$ cat src/rtl/counter_pkg.sv
// Shared types and constants for the up/down counter front end.
package counter_pkg;

    typedef enum logic [0:0] {
        ST_STOP = 1'b0,
        ST_RUN  = 1'b1
    } run_state_t;

    localparam logic UP   = 1'b1;
    localparam logic DOWN = 1'b0;

endpackage

$ cat src/rtl/button_debounce.sv
// One raw button: 2-flop synchroniser, saturating debounce counter and
// registered rising-edge press detect on the debounced level.
module button_debounce #(
    parameter int DB_CYCLES = 500000
) (
    input  logic clock,
    input  logic reset,
    input  logic raw,
    output logic level,
    output logic press
);

    localparam int CNT_W = $clog2(DB_CYCLES + 1);
    localparam logic [CNT_W-1:0] CNT_MAX = CNT_W'(DB_CYCLES);

    logic             sync1;
    logic             sync2;
    logic             level_d;
    logic [CNT_W-1:0] cnt;

    // Synchronise, debounce and detect the debounced 0->1 edge.
    always_ff @(posedge clock) begin
        if (reset) begin
            sync1   <= 1'b0;
            sync2   <= 1'b0;
            level   <= 1'b0;
            level_d <= 1'b0;
            press   <= 1'b0;
            cnt     <= '0;
        end else begin
            sync1   <= raw;
            sync2   <= sync1;
            level_d <= level;
            press   <= level & ~level_d;
            // A full run of differing samples flips the level; any agreeing sample restarts the run.
            if (cnt == CNT_MAX) begin
                level <= ~level;
                cnt   <= '0;
            end else if (sync2 != level) begin
                cnt <= cnt + CNT_W'(1);
            end else begin
                cnt <= '0;
            end
        end
    end

endmodule

$ cat src/rtl/counter_step_ctrl.sv
// Button front end for the 4-bit up/down counter: STOP/RUN machine, direction
// register and step prescaler. Define SINGLE_STEP_EN to add the btn_step input.
module counter_step_ctrl
    import counter_pkg::*;
#(
    parameter int DB_CYCLES = 500000,
    parameter int TICK_DIV  = 50000000
) (
    input  logic clock,
    input  logic reset,
    input  logic btn_dir,
    input  logic btn_run,
`ifdef SINGLE_STEP_EN
    input  logic btn_step,
`endif
    output logic upDown,
    output logic step,
    output logic running,
    output logic dir_chg
);

    localparam int PRESC_W = $clog2(TICK_DIV);
    localparam logic [PRESC_W-1:0] PRESC_MAX = PRESC_W'(TICK_DIV - 1);

    run_state_t         state;
    run_state_t         state_nxt;
    logic [PRESC_W-1:0] presc;
    logic [PRESC_W-1:0] presc_nxt;
    logic               updown_nxt;
    logic               step_nxt;
    logic               dir_chg_nxt;

    logic dir_level;
    logic dir_press;
    logic run_level;
    logic run_press;
    logic unused_levels;

    button_debounce #(.DB_CYCLES(DB_CYCLES)) u_dir_db (
        .clock (clock),
        .reset (reset),
        .raw   (btn_dir),
        .level (dir_level),
        .press (dir_press)
    );

    button_debounce #(.DB_CYCLES(DB_CYCLES)) u_run_db (
        .clock (clock),
        .reset (reset),
        .raw   (btn_run),
        .level (run_level),
        .press (run_press)
    );

`ifdef SINGLE_STEP_EN
    logic step_level;
    logic step_press;

    button_debounce #(.DB_CYCLES(DB_CYCLES)) u_step_db (
        .clock (clock),
        .reset (reset),
        .raw   (btn_step),
        .level (step_level),
        .press (step_press)
    );

    assign unused_levels = ^{dir_level, run_level, step_level};
`else
    assign unused_levels = ^{dir_level, run_level};
`endif

    // STOP/RUN state register.
    always_ff @(posedge clock) begin
        if (reset) begin
            state <= ST_STOP;
        end else begin
            state <= state_nxt;
        end
    end

    // Next state, prescaler and output decisions.
    always_comb begin
        state_nxt   = state;
        presc_nxt   = presc;
        updown_nxt  = upDown;
        step_nxt    = 1'b0;
        dir_chg_nxt = 1'b0;

        case (state)
            ST_STOP: begin
                if (run_press) begin
                    state_nxt = ST_RUN;
                end else begin
                    state_nxt = ST_STOP;
                end
            end
            ST_RUN: begin
                if (run_press) begin
                    state_nxt = ST_STOP;
                end else begin
                    state_nxt = ST_RUN;
                end
            end
            default: begin
                state_nxt = ST_STOP;
            end
        endcase

        if (dir_press) begin
            updown_nxt  = ~upDown;
            dir_chg_nxt = 1'b1;
        end else begin
            updown_nxt  = upDown;
            dir_chg_nxt = 1'b0;
        end

        // Any press restarts the tick period, which also drops a step due this cycle.
        if (run_press || dir_press) begin
            presc_nxt = '0;
        end else if (state == ST_RUN) begin
            if (presc == PRESC_MAX) begin
                presc_nxt = '0;
                step_nxt  = 1'b1;
            end else begin
                presc_nxt = presc + PRESC_W'(1);
            end
        end else begin
            presc_nxt = '0;
        end

`ifdef SINGLE_STEP_EN
        if (step_press && (state == ST_STOP) && !run_press && !dir_press) begin
            step_nxt = 1'b1;
        end else begin
            step_nxt = step_nxt;
        end
`endif
    end

    // Prescaler and registered outputs.
    always_ff @(posedge clock) begin
        if (reset) begin
            presc   <= '0;
            upDown  <= UP;
            step    <= 1'b0;
            running <= 1'b0;
            dir_chg <= 1'b0;
        end else begin
            presc   <= presc_nxt;
            upDown  <= updown_nxt;
            step    <= step_nxt;
            running <= (state_nxt == ST_RUN);
            dir_chg <= dir_chg_nxt;
        end
    end

endmodule

$ cat config.mk
export PLATFORM = sky130hd
export DESIGN_NAME = counter_step_ctrl
export DESIGN_NICKNAME = d
export VERILOG_FILES = /design/src/rtl/counter_pkg.sv /design/src/rtl/button_debounce.sv /design/src/rtl/counter_step_ctrl.sv
export SDC_FILE = /design/constraint.sdc
export NUM_CORES = 1
export LEC_CHECK = 0
export CAP_MARGIN = 15
export CORE_ASPECT_RATIO = 0.7
export CORE_UTILIZATION = 55
export CTS_BUF_LIST = sky130_fd_sc_hd__clkbuf_8
export DETAILED_ROUTE_END_ITERATION = 10
export GPL_ROUTABILITY_DRIVEN = 0
export PLACE_DENSITY = 0.75
export REMOVE_ABC_BUFFERS = 1
export SLEW_MARGIN = 20
export SYNTH_ARGS = -nofsm -noshare
export SYNTH_HDL_FRONTEND = slang
export SYNTH_HIERARCHICAL = 1
export SYNTH_SLANG_ARGS = --single-unit
$ cat constraint.sdc
create_clock -name clock -period 1.92 [get_ports clock]
set_input_delay 0.384 -clock clock [delete_from_list [all_inputs] [get_ports clock]]
set_output_delay 0.384 -clock clock [all_outputs]
set_load 0.02 [all_outputs]
# Word-level counts from Yosys, hierarchy flattened
# Cells that the tools add are included.
# word_totals
inputBits	4
mem_bits_ro	0
elab_cells	45
memories	0
regBits	78
mem_bits_rw	0
out_inout_bits	4
latch_bits	0
# op_classes
mul	0
order_cmp	0
n_eq_ne	5
shifts	0
bitwise	10
n_reduce_logical	5
n_div	0
mux	5
addsub	3
# op_table
op	count
$add A19 B1 Y19 const B	2
$eq A19 B19 Y1 const B	2
$add A26 B1 Y26 const B	1
$eq A26 B26 Y1 const B	1
$reduce_or A3 Y1	3
$not A1 Y1	8
$mux W1	4
$reduce_or A4 Y1	1
$and A1 B1 Y1	2
$ne A1 B1 Y1	2
$pmux W1 S2	1
$logic_or A1 B1 Y1	1

# Longest topological paths before layout
# logic_depth
word_depth	3
mapped_depth	8
depth_no_buf	6

# Modules after synthesis
# The synthesis kept the hierarchy.
# by_module_without_submodules
module	seq_area_each_um2	cells_per_inst	n_inst	area_each_um2
counter_step_ctrl	600.6	152	1	1322.5
button_debounce (u_dir_db)	480.5	112	1	1038.5
button_debounce (u_run_db)	480.5	116	1	1036.0

# Least setup slack after synthesis
# Ideal clock, no wire load.
# synth_path
kind	reg-to-reg
from	register presc[0]
to	register presc[22]
t_arrival_ns	1.906
setup_slack_ns	-0.056
setup_ns	0.070
required_ns	1.850
period_less_slack_ns	1.976
n_path_buf	1
path_stages_with_launch	7
cell_sequence	dfxtp_1 -> ha_1 -> nand2_1 -> or4_4 -> buf_6 -> or4_1 -> a21oi_1
# synth_via
elab_chain_len	2
word_cells_on_any_way	3
cone_classes	add/sub (1); eq/ne (1); reduce/logical (1)
# synth_lines
element	line_no	rtl
start: declaration	counter_step_ctrl.sv:27	logic [PRESC_W-1:0] presc;
start signal: assignment	counter_step_ctrl.sv:149	presc <= presc_nxt;
branches (longest 2 deep; another with $add A26 B1 Y26)	n/a	
# Parallel ways; which one is timed is not known.
# A chain may end at the register's enable or synchronous reset.

# Worst setup path in the final report
# layout_path
from	register presc[3]
to	register presc[22]
# Same word-level chain as after synthesis.

==> run metrics <==
outcome finished, final reports clean; drt wl/cell 12.4 um; worst skew pair latency 0.34 ns; slew margin rel. 65.0%; Post-synth ARST share 0%; pre-CTS setup slack -0.0173 ns; Yosys cell types 39; Overflow after GRT 0; fin crit period 1.88 ns; pwr dens ~720 nW/um^2; Vias 2650; Area growth, synth to finish 16.2%; worst slew pin tran 0.525 ns; Seq/Total Area, Yosys between 40% and 50%; post-detail-place hpwl between 4000 and 5000 um; hold slack 0.385 ns; initial antenna violation count 0; Hold Fails Final Rpt 0; Root Buffer clkbuf_8; first-pass GRT wire length 10400 um; share of layout cells above drive strength 1 14.9%; Hold Crit Depth 1; Peak Freq 531 MHz; worst hold start u_run_db/level_d$_SDFF_PP0_; crit path cell chain nand4_4 > buf_6 > or4_4 > or4_4 > a21oi_2; Synth Register Bits 78; Top delay family on crit path simple AND/OR/NAND/NOR gates; pins over their slew limit 0; layout filler cell count 491; Antenna Nets Post-Route 0; crit path capture type register; CTS tree yes; EDFF count, synth 0; reg2reg path depth 5; Ant. Diodes 0; drt drc 0; Die Y-Extent 67.8 um; Worst Path Buf+Inv 1; final instance area ~3900 um^2; CTS H-tree depth 3; reg-to-reg setup timing slack 0.04 ns; max_cap viols 0; worst min path class register to register; drt pass-1 iters 4; Leakage Power 1.25 nW; CORE AREA 5840 um^2; Max VDD drop 0.000470 V; Critical Path Most Common Cell or4_4; Total GRT Usage 21.3%; Worst EP required 2.19 ns; register area 1570 um^2; vias in the first global route 2399; # hold bufs at CTS 0; die area around 6500 um^2; CTS sink count 78; Crit Path Category register to register; 1st-iter DRT viols 97; DRT Wirelength 6180 um; RR Endpoint presc[22]$_SDFF_PP0_; Die W 95.9 um; Ys Warns 6; area of the multi-input gates 1750 um^2; Critical Path Slowest Stage Cell or4_4; Mapped Cells 380; # setup viols final 0; Clock Path Buffers 2; Num CTS Buffers 9; end point of the worst hold path u_run_db/press$_SDFF_PP0_; # IOs 8; Mapped Area 3400 um^2; Clock transition at path regs roughly 0.080 ns; origin of the critical flop-to-flop path presc[3]$_SDFF_PP0_; Initial Util 58.1%; total power 2.83 mW; Placed Cells incl. Taps 481; critical path arrival between 2 and 2.5 ns; largest net degree at the start of global routing 25; drt via density about 5.3; Mapped Avg Cell Area ~8.9 um^2; Placement Cell Area 3720 um^2; Final period util 98.0%; Non-Filler Instances 498; Top FF cell, synth dfxtp_1; I/O Buffers 7; clock skew 0.00718 ns; FP Rows 23; worst-path fanout max 6; setup_tns 0 ns; worst setup margin 0.0375 ns; Nets 427; Layout Utilization between 60% and 70%; crit-path max cell delay 0.57 ns; Startpoint Class register
-- kinds of logic after synthesis --
group | share of synthesized area [%]
multiplexers | 0.331
AND/OR/NAND/NOR | 30.4
adder cells (fa/ha/maj) | 1.84
AO/OA/AOI/OAI | 7.37
flip-flops | 46.0
buffers and inverters | 2.98
XOR/XNOR | 11.1
-- worst reg2reg max path, stage by stage, from the launching register on --
cell and delay (ns):
dfxtp_4 0.37, nand4_4 0.12, buf_6 0.14, or4_4 0.57, or4_4 0.50, a21oi_2 0.12
-- flip-flops by register name (all words and copies together), names as in the netlist --
register / cells
u_run_db/press: 1
upDown: 1
dir_chg: 1
u_dir_db/sync1: 1
u_run_db/sync1: 1
running: 1
u_dir_db/cnt: 19
u_dir_db/sync2: 1
u_dir_db/press: 1
u_dir_db/level_d: 1
u_run_db/level_d: 1
u_run_db/level: 1
u_run_db/sync2: 1
u_dir_db/level: 1
step: 1
presc: 26
u_run_db/cnt: 19
-- layout make-up --
type | instances | area share [%]
inverters | 13 | 1.24
multi-input cells | 280 | 44.3
clock inverters | 7 | 1.68
flip-flops and latches | 78 | 39.8
well taps | 75 | 2.38
repair buffers | 36 | 7.48
clock buffers | 9 | 3.14
-- placed cells by master, fill, tap and decap left out, types with 8 or more instances in the layout --
cell type	n
xnor2_1	29
a21oi_1	18
buf_4	27
nor3_1	8
xor2_1	14
nor2b_1	9
o31ai_1	8
or3_1	12
o21ai_0	11
nand3_1	17
nand4_1	13
inv_1	15
nand2_1	24
clkbuf_8	9
nor4_1	11
nor2_1	58
dfxtp_1	73
-- where the power goes --
part	total (mW)	switching [mW]	leakage, nW	internal [mW]
combinational	0.0323	0.0160	0.518	0.0163
clock	1.18	0.584	0.0982	0.593
sequential	1.62	0.00219	0.632	1.62
total	2.83	0.602	1.25	2.23
-- repair_timing --
| action | 4_1_cts | 5_1_grt |
|---|---|---|
| setup buffers | 0 | 1 |
| resized for setup | 5 | 8 |
| pin swaps | 0 | 6 |
| endpoints found under the setup margin | 7 | 7 |
-- worst max-delay path by stage --
| stage | startpoint | endpoint | slack (ns) | cells after the start |
|---|---|---|---|---|
| 2_1_floorplan | presc[3]$_SDFF_PP0_ | presc[25]$_SDFF_PP0_ | -0.05 | 4 |
| 3_3_place_gp | reset | presc[8]$_SDFF_PP0_ | 0.02 | 4 |
| 3_5_place_dp | reset | presc[11]$_SDFF_PP0_ | -0.02 | 4 |
| 4_1_cts | presc[0]$_SDFF_PP0_ | presc[14]$_SDFF_PP0_ | 0.01 | 6 |
| 5_1_grt | presc[2]$_SDFF_PP0_ | presc[17]$_SDFF_PP0_ | -0.004 | 5 |
| 6_report | presc[3]$_SDFF_PP0_ | presc[22]$_SDFF_PP0_ | 0.04 | 5 |
-- cells in the mapped netlist, drive strengths merged (11+ instances only) --
cell / count / area share, %
nor4: 11 / 2.0
dfxtp: 78 / 46
or3: 14 / 2.9
nand3: 17 / 2.5
inv: 13 / 1.4
nor2: 58 / 6.4
o21ai: 12 / 2.1
a21oi: 20 / 2.9
nand4: 16 / 3.8
nand2: 24 / 2.7
xnor2: 29 / 7.5
xor2: 14 / 3.6
-- metal layers --
metal / track usage, % / routed length, um / up-vias
met2: 33.2 / 2720 / 20
met3: 5.41 / 148 / 2
li1: - / - / 1409
met1: 27.8 / 3280 / 1219
met5: 0 / 0 / -
met4: 9.51 / 29 / 0
Note: power is estimated with default switching activity, not from simulation.
